[config.mk]
export PLATFORM = sky130hd
export DESIGN_NAME = bht_predictor_flat
export DESIGN_NICKNAME = d
export VERILOG_FILES = /design/src/rtl/bht_predictor_if.sv /design/src/rtl/bht_predictor.sv /design/src/flat_wrapper.sv
export SDC_FILE = /design/constraint.sdc
export NUM_CORES = 1
export LEC_CHECK = 0
export ABC_AREA = 1
export CAP_MARGIN = 25
export CORE_ASPECT_RATIO = 2
export CORE_MARGIN = 1.5
export CORE_UTILIZATION = 57
export CTS_BUF_LIST = sky130_fd_sc_hd__clkbuf_16
export CTS_CLUSTER_DIAMETER = 150
export DETAILED_ROUTE_END_ITERATION = 6
export PLACE_DENSITY = 0.8
export SETUP_SLACK_MARGIN = 0.02
export SYNTH_ARGS = -nofsm -noshare
export SYNTH_HDL_FRONTEND = slang
export SYNTH_SLANG_ARGS = --single-unit
[constraint.sdc]
create_clock -name clk -period 4.2 [get_ports clk]
set_input_delay 1.05 -clock clk [delete_from_list [all_inputs] [get_ports clk]]
set_output_delay 1.05 -clock clk [all_outputs]
set_load 0.005 [all_outputs]
[src/rtl/bht_predictor_if.sv]
// Lookup (IF) and update (EX) signal bundle for bht_predictor.
// The master modport is the pipeline side; the slave modport is the predictor.
interface bht_predictor_if;
    logic        pred_valid;
    logic [31:0] pred_pc;
    logic        pred_taken;
    logic        upd_valid;
    logic [31:0] upd_pc;
    logic        upd_br_en;
    logic        bht_ready;

    modport master (
        output pred_valid, pred_pc, upd_valid, upd_pc, upd_br_en,
        input  pred_taken, bht_ready
    );

    modport slave (
        input  pred_valid, pred_pc, upd_valid, upd_pc, upd_br_en,
        output pred_taken, bht_ready
    );
endinterface

[src/rtl/bht_predictor.sv]
// Branch history table of 2-bit saturating counters, swept to INIT_CTR after reset.
// Define BHT_GSHARE_EN to XOR a non-speculative global history into the index.
module bht_predictor #(
    parameter int         IDX_BITS = 6,
    parameter logic [1:0] INIT_CTR = 2'b01,
    parameter int         GHR_BITS = 6
) (
    input  logic           clk,
    input  logic           rst_n,
    bht_predictor_if.slave bus
);

    localparam int ENTRIES = 1 << IDX_BITS;

    localparam logic [0:0] ST_INIT = 1'b0;
    localparam logic [0:0] ST_RUN  = 1'b1;

    logic [0:0]          r_state;
    logic [IDX_BITS-1:0] r_sweep_idx;
    logic [1:0]          r_ctr [ENTRIES];

    logic                w_ready;
    logic                w_upd_en;
    logic [IDX_BITS-1:0] w_pred_idx;
    logic [IDX_BITS-1:0] w_upd_idx;
    logic [1:0]          w_ctr_cur;
    logic [1:0]          w_ctr_next;

    assign w_ready  = (r_state == ST_RUN);
    assign w_upd_en = w_ready & bus.upd_valid;

`ifdef BHT_GSHARE_EN
    logic [GHR_BITS-1:0] r_ghr;
    logic [IDX_BITS-1:0] w_ghr_ext;

    assign w_ghr_ext  = IDX_BITS'(r_ghr);
    assign w_pred_idx = bus.pred_pc[IDX_BITS+1:2] ^ w_ghr_ext;
    assign w_upd_idx  = bus.upd_pc[IDX_BITS+1:2] ^ w_ghr_ext;

    // History only advances on accepted updates, so INIT leaves it at zero.
    always_ff @(posedge clk or negedge rst_n) begin
        if (!rst_n) begin
            r_ghr <= '0;
        end else if (w_upd_en) begin
            r_ghr <= {r_ghr[GHR_BITS-2:0], bus.upd_br_en};
        end
    end

    logic w_unused_pc;
    assign w_unused_pc = ^{bus.pred_pc[31:IDX_BITS+2], bus.pred_pc[1:0],
                           bus.upd_pc[31:IDX_BITS+2], bus.upd_pc[1:0]};
`else
    assign w_pred_idx = bus.pred_pc[IDX_BITS+1:2];
    assign w_upd_idx  = bus.upd_pc[IDX_BITS+1:2];

    logic w_unused_pc;
    assign w_unused_pc = ^{bus.pred_pc[31:IDX_BITS+2], bus.pred_pc[1:0],
                           bus.upd_pc[31:IDX_BITS+2], bus.upd_pc[1:0],
                           GHR_BITS[0]};
`endif

    always_ff @(posedge clk or negedge rst_n) begin
        if (!rst_n) begin
            r_state     <= ST_INIT;
            r_sweep_idx <= '0;
        end else begin
            case (r_state)
                ST_INIT: begin
                    r_sweep_idx <= r_sweep_idx + 1'b1;
                    if (r_sweep_idx == IDX_BITS'(ENTRIES - 1)) begin
                        r_state <= ST_RUN;
                    end
                end
                default: r_state <= ST_RUN;
            endcase
        end
    end

    assign w_ctr_cur = r_ctr[w_upd_idx];

    always_comb begin
        w_ctr_next = w_ctr_cur;
        if (bus.upd_br_en) begin
            if (w_ctr_cur != 2'b11) w_ctr_next = w_ctr_cur + 2'b01;
        end else begin
            if (w_ctr_cur != 2'b00) w_ctr_next = w_ctr_cur - 2'b01;
        end
    end

    // NOTE: the table has no reset branch; the INIT sweep clears it, which keeps it a plain RAM.
    always_ff @(posedge clk) begin
        if (r_state == ST_INIT) begin
            r_ctr[r_sweep_idx] <= INIT_CTR;
        end else if (w_upd_en) begin
            r_ctr[w_upd_idx] <= w_ctr_next;
        end
    end

    // Read is combinational and sees the pre-update value on a same-index update.
    assign bus.pred_taken = w_ready & bus.pred_valid & r_ctr[w_pred_idx][1];
    assign bus.bht_ready  = w_ready;

endmodule

[src/flat_wrapper.sv]
// flat-port wrapper written by rule: the top's interface ports become plain ports
module bht_predictor_flat 
#(
    parameter int         IDX_BITS = 6,
    parameter logic [1:0] INIT_CTR = 2'b01,
    parameter int         GHR_BITS = 6
)
  (clk, rst_n, bus_pred_valid, bus_pred_pc, bus_upd_valid, bus_upd_pc, bus_upd_br_en, bus_pred_taken, bus_bht_ready);
  bht_predictor_if bus_i ();
  input  logic clk;
  input  logic rst_n;
  input wire logic [$bits(bus_i.pred_valid)-1:0] bus_pred_valid;
  input wire logic [$bits(bus_i.pred_pc)-1:0] bus_pred_pc;
  input wire logic [$bits(bus_i.upd_valid)-1:0] bus_upd_valid;
  input wire logic [$bits(bus_i.upd_pc)-1:0] bus_upd_pc;
  input wire logic [$bits(bus_i.upd_br_en)-1:0] bus_upd_br_en;
  output wire logic [$bits(bus_i.pred_taken)-1:0] bus_pred_taken;
  output wire logic [$bits(bus_i.bht_ready)-1:0] bus_bht_ready;
  assign bus_i.pred_valid = bus_pred_valid;
  assign bus_i.pred_pc = bus_pred_pc;
  assign bus_i.upd_valid = bus_upd_valid;
  assign bus_i.upd_pc = bus_upd_pc;
  assign bus_i.upd_br_en = bus_upd_br_en;
  assign bus_pred_taken = bus_i.pred_taken;
  assign bus_bht_ready = bus_i.bht_ready;
  bht_predictor #(.IDX_BITS(IDX_BITS), .INIT_CTR(INIT_CTR), .GHR_BITS(GHR_BITS)) u_core (.clk(clk), .rst_n(rst_n), .bus(bus_i));
endmodule
; Word-level counts from Yosys, hierarchy flattened
; Memories as Yosys holds them, arrays and structs flattened.
; Index checks and enable logic that the tools add are counted.
[op_classes]
n_addsub = 3
eq_ne = 2
muxes = 12
bitwise = 3
reduce_logical = 2
[op_table]
columns = operator, n
row1 = $mux 2, 4
row2 = $mux 1, 7
row3 = $add 6x1->6 const B, 1
row4 = $eq 6x6->1 const B, 1
row5 = $mux 6, 1
row6 = $and 1x1->1, 3
row7 = $add 2x1->2 const B, 1
row8 = $ne 2x2->1 const B, 1
row9 = $reduce_bool 2->1, 1
row10 = $reduce_or 2->1, 1
row11 = $sub 2x1->2 const B, 1
[word_totals]
regBits = 7
mem_bits_rw = 128
in_bits = 69
output_inout_bits = 2
word_cells = 25
n_memories = 1
[memory_table]
columns = memory, depth, word_bits, read_ports, rd_ports_with_merged_regs, wr, line_no
row1 = u_core.r_ctr, 64, 2, 2, 0, 1, bht_predictor.sv:20  ; logic [1:0] r_ctr [ENTRIES];

; Longest topological paths before layout
[depth]
word_depth = 6
depth_mapped = 14
depth_no_buf = 12

; Least setup slack after synthesis
; Ideal clock, no wire load.
[synth_path]
path_type = input -> register
startpoint = input bus_upd_pc[4]
endpoint = memory u_core.r_ctr[0][1] (data pin)
setup_time_ns = 0.501
arrival_ns = 3.532
required_ns = 3.699
setup_slack_ns = 0.167
stages = 11
n_path_buf = 2
path_cell_list = buf_2 inv_1 buf_2 nand3_1 nand2_1 nand2_1 nand3_1 nand3_1 nand2_1 a21oi_1 nor2_1
[synth_between]
elab_chain_len = 5
elab_cells_between_ends = 9
cone_classes = add/sub: 2 / eq/ne: 1 / mux: 4 / reduce/logical: 1 / memory: 1
[synth_rtl]
columns = item, line_no
row1 = start: declaration, flat_wrapper.sv:15  ; input wire logic [$bits(bus_i.upd_pc)-1:0] bus_upd_pc;
row2 = $mem_v2 64x2 (*), --
row3 = "$sub 2x1->2, or another cell as far along", bht_predictor.sv:86  ; if (w_ctr_cur != 2'b00) w_ctr_next = w_ctr_cur - 2'b01;
row4 = "$mux 2, on equally long branches", "bht_predictor.sv:86, bht_predictor.sv:84"
row5 = $mux 2 (*), bht_predictor.sv:83  ; if (bus.upd_br_en) begin
row6 = $mux 2 (no source line) (*), --
row7 = end: declaration, bht_predictor.sv:20
; Every way passes the cells marked *; elsewhere a longest branch is shown, timed or not.

; Final worst setup path
[layout_path]
startpoint = input bus_pred_pc[2]
endpoint = output bus_pred_taken
[layout_between]
elab_chain_len = 2
[layout_rtl]
columns = item, line_no
row1 = start: declaration, flat_wrapper.sv:13  ; input wire logic [$bits(bus_i.pred_pc)-1:0] bus_pred_pc;
row2 = $mem_v2 64x2, --
row3 = $and 1x1->1, bht_predictor.sv:100  ; assign bus.pred_taken = w_ready & bus.pred_valid & r_ctr[w_pred_idx][1];
row4 = end: declaration, flat_wrapper.sv:17  ; output wire logic [$bits(bus_i.pred_taken)-1:0] bus_pred_taken;
; No other way between the ends.

==> reports/qor.yml <==
tightestPinTransition_ns: 0.6905
clock_latency_ns: 0.42
async_flop_share_pct: 5.185
power_frac_clock_pct: 46.1
first_pass_iters: 5
io_pins: 71
crit_path_end_kind: "output port"
wl_per_cell_um: 20.61
grt_setup_unrepaired: "false"
clk_pin_slew_ns: 0.06
finalHoldViolations: 0
clock_skew_ns: 0.007067
grt_max_degree: 69
p_leak_nw: 2.848
die_area_sq_um: 12390
period_minus_slack_ns: 3.998
syn_to_final_growth_pct: 15.50
grt_pass1_wl_um: 28300
cts_root_buffer: "clkbuf_16"
die_h_um: 155.9
p_sw_uw: 713.0
track_usage_pct: 31.65
cp.required_ns: 3.15
layout-drive-gt1-share_pct: 11.10
synthAdderAreaFrac_pct: 0.1877
final_core_util_pct: 67.81
cts.sinks: 135
synth_top_area_cell: "edfxtp_1"
whs_ns: 0.5071
critPathKind: "in2out"
synth_edf_count: 128
synthXorXnorAreaFrac_pct: 0.6569
critPathTopFamily: "buffers and inverters"
htreeDepth: 4
nFillCells: 854
drv_slew: 0
synth_area_sq_um: 6666
synth_fp_nets: 775
pwr-share-seq_pct: 46.5
yosysTopAreaCellShare_pct: 57.66
diodes: 0
yosysMostFrequentCell: "nand2_1"
synth_compound_area_share_pct: 5.161
vias: 5589
ant_nets: 0
crit_buf_inv: 4
synth_top_family_by_area: "simple AND/OR/NAND/NOR gates"
slew_headroom_pct: 53.85
syn_avg_cell_area_sq_um: 9.456
power_density_nw_per_um2: 405.3
fin_crit_sh_pct: 95.20
maxCapViolCount: 0
critPathLaunchType: "input pin"
ys_types: 33
row_count: 55
cts_tree: "yes"
dpl.hpwl_um: 11910
hold_class: "reg2reg"
drtIter0Drc: 608
critPathSlowestCell: "clkdlybuf4s50_1"
ys_seq_area_share_pct: 60.29
grt_pass1_vias: 5597
crit_fanout: 20
yosysWarnings: 0
ir_drop_v: 0.0003644
synthSimpleGateAreaFrac_pct: 28.73
p_int_mw: 2.408
overflow: 0
muxShareOfSynthArea_pct: 0
gp_congestion: 0.9350
worstPathCellList: "dlygate4sd2_1 -> inv_2 -> buf_12 -> nand2_1 -> nand3_1 -> nand2_1 -> a21oi_1 -> o31ai_1 -> nand3_1 -> nand3b_1 -> a21oi_2 -> clkdlybuf4s50_1"
antenna_found_initial: 0
die_w_um: 79.47
r2r-start: "u_core.bus.bht_ready"
drc: 0
switching_share_pct: 22.85
synth_area_leaders: "edfxtp_1, nand2_1, nand3_1"
cp_slowest_stage_delay_ns: 0.51
start_util_pct: 58.71
vias_per_cell: 6.280
clk_path_buf_depth: 2
fmax_mhz: 250.1
hp-start: "u_core.r_sweep_idx[0]"
wirelength_um: 18350
yosys_register_bits: 135
worstPathArrival_ns: 2.95
setup_viol: 0
critPathLaunch: "bus_pred_pc[2]"
ys.flop_type: "edfxtp_1"
synth_common_cells: "nand2_1, edfxtp_1, nand3_1"
io_buffer_count: 18
power_frac_comb_pct: 7.4
final_nets: 805
cts_hold_buf: 0
syn_inst: 705
core_sq_um: 11350
status: "finished clean"
cts_buffers: 17
-- sequential cells by signal (all words and copies together) (netlist names) --
name,count
u_core.r_sweep_idx,6
u_core.bus.bht_ready,1
u_core.r_ctr,128
-- layout by cell type (no fill, tap or decap), types with 6 or more instances in the layout --
cell             instances
a21oi_1                 17
buf_4                   20
clkbuf_16               17
clkdlybuf4s50_1         15
dfrtp_1                  7
edfxtp_1               128
inv_1                   19
nand2_1                206
nand3_1                127
nand4_1                  7
nor2_1                  82
nor4_1                   6
o21ai_0                 24
-- worst paths after layout --
check	endpoint	slack, ns	cells past startpoint
max in group asynchronous	u_core.r_sweep_idx[2]	3.06	1
min in group asynchronous	u_core.bus.bht_ready	0.90	1
worst max register to register	u_core.r_ctr[26][1]	1.72	7
worst min-delay path	u_core.r_sweep_idx[0]	0.51	1
worst min register to register	u_core.r_sweep_idx[0]	0.51	1
worst max-delay path	bus_pred_taken	0.20	12
-- kinds of logic (layout without fill, tap and decap cells) --
group,after synthesis,in the layout
DFF,135,135
adders and majority gates,1,1
and+or+nand+nor,443,443
buffers and inverters,63,106
AOI/OAI and AO/OA,58,58
xor gates and xnor gates,5,5
-- power by group through the flow --
stage | Combinational (mW) | Clock (mW) | Sequential, mW
after floorplan | 0.136 | 0 | 1.48
after global placement | 0.209 | 0 | 1.48
after detailed placement | 0.216 | 0 | 1.48
after CTS | 0.223 | 1.44 | 1.45
after global routing | 0.251 | 1.50 | 1.45
final | 0.230 | 1.44 | 1.45
-- stage by stage --
stage	setup TNS [ns]	setup slack (ns)	total power [mW]	cell area (sq um)	instances
6_report	0	0.2016	3.121	7700	890
5_1_grt	0	0.02894	3.202	7700	890
3_3_place_gp	-0.02420	-0.02420	1.688	7036	854
4_1_cts	0	0.02939	3.117	7679	888
3_5_place_dp	-0.02922	-0.02922	1.695	7063	855
2_1_floorplan	0	0.1670	1.615	6666	705
-- per-layer routing --
metal	global-route usage [%]	wire [um]	up-vias	part of all wire (%)
met1	33.61	5867	2577	32
met3	5.965	1637	102	8.9
li1	-	-	2500	-
met5	0	0	-	0
met2	54.28	9511	410	52
met4	23.48	1331	0	7.3
-- layout make-up --
class / instances / area (sq um) / share of cell area (%)
multi-input cells: 507 / 2336 / 30.34
well taps: 142 / 177.7 / 2.307
inverters: 26 / 102.6 / 1.332
clock buffers: 17 / 425.4 / 5.525
clock inverters: 15 / 155.1 / 2.015
flip-flops and latches: 135 / 4019 / 52.19
repair buffers: 48 / 484.2 / 6.289
-- repair_timing --
item                                    4_1_cts  5_1_grt
cloned                                        1        0
endpoints found under the setup margin        1        1
gates resized for setup                      10        2
pin swaps                                     0        1
setup buffers                                 0        2
(Power assumes the default switching activity.)
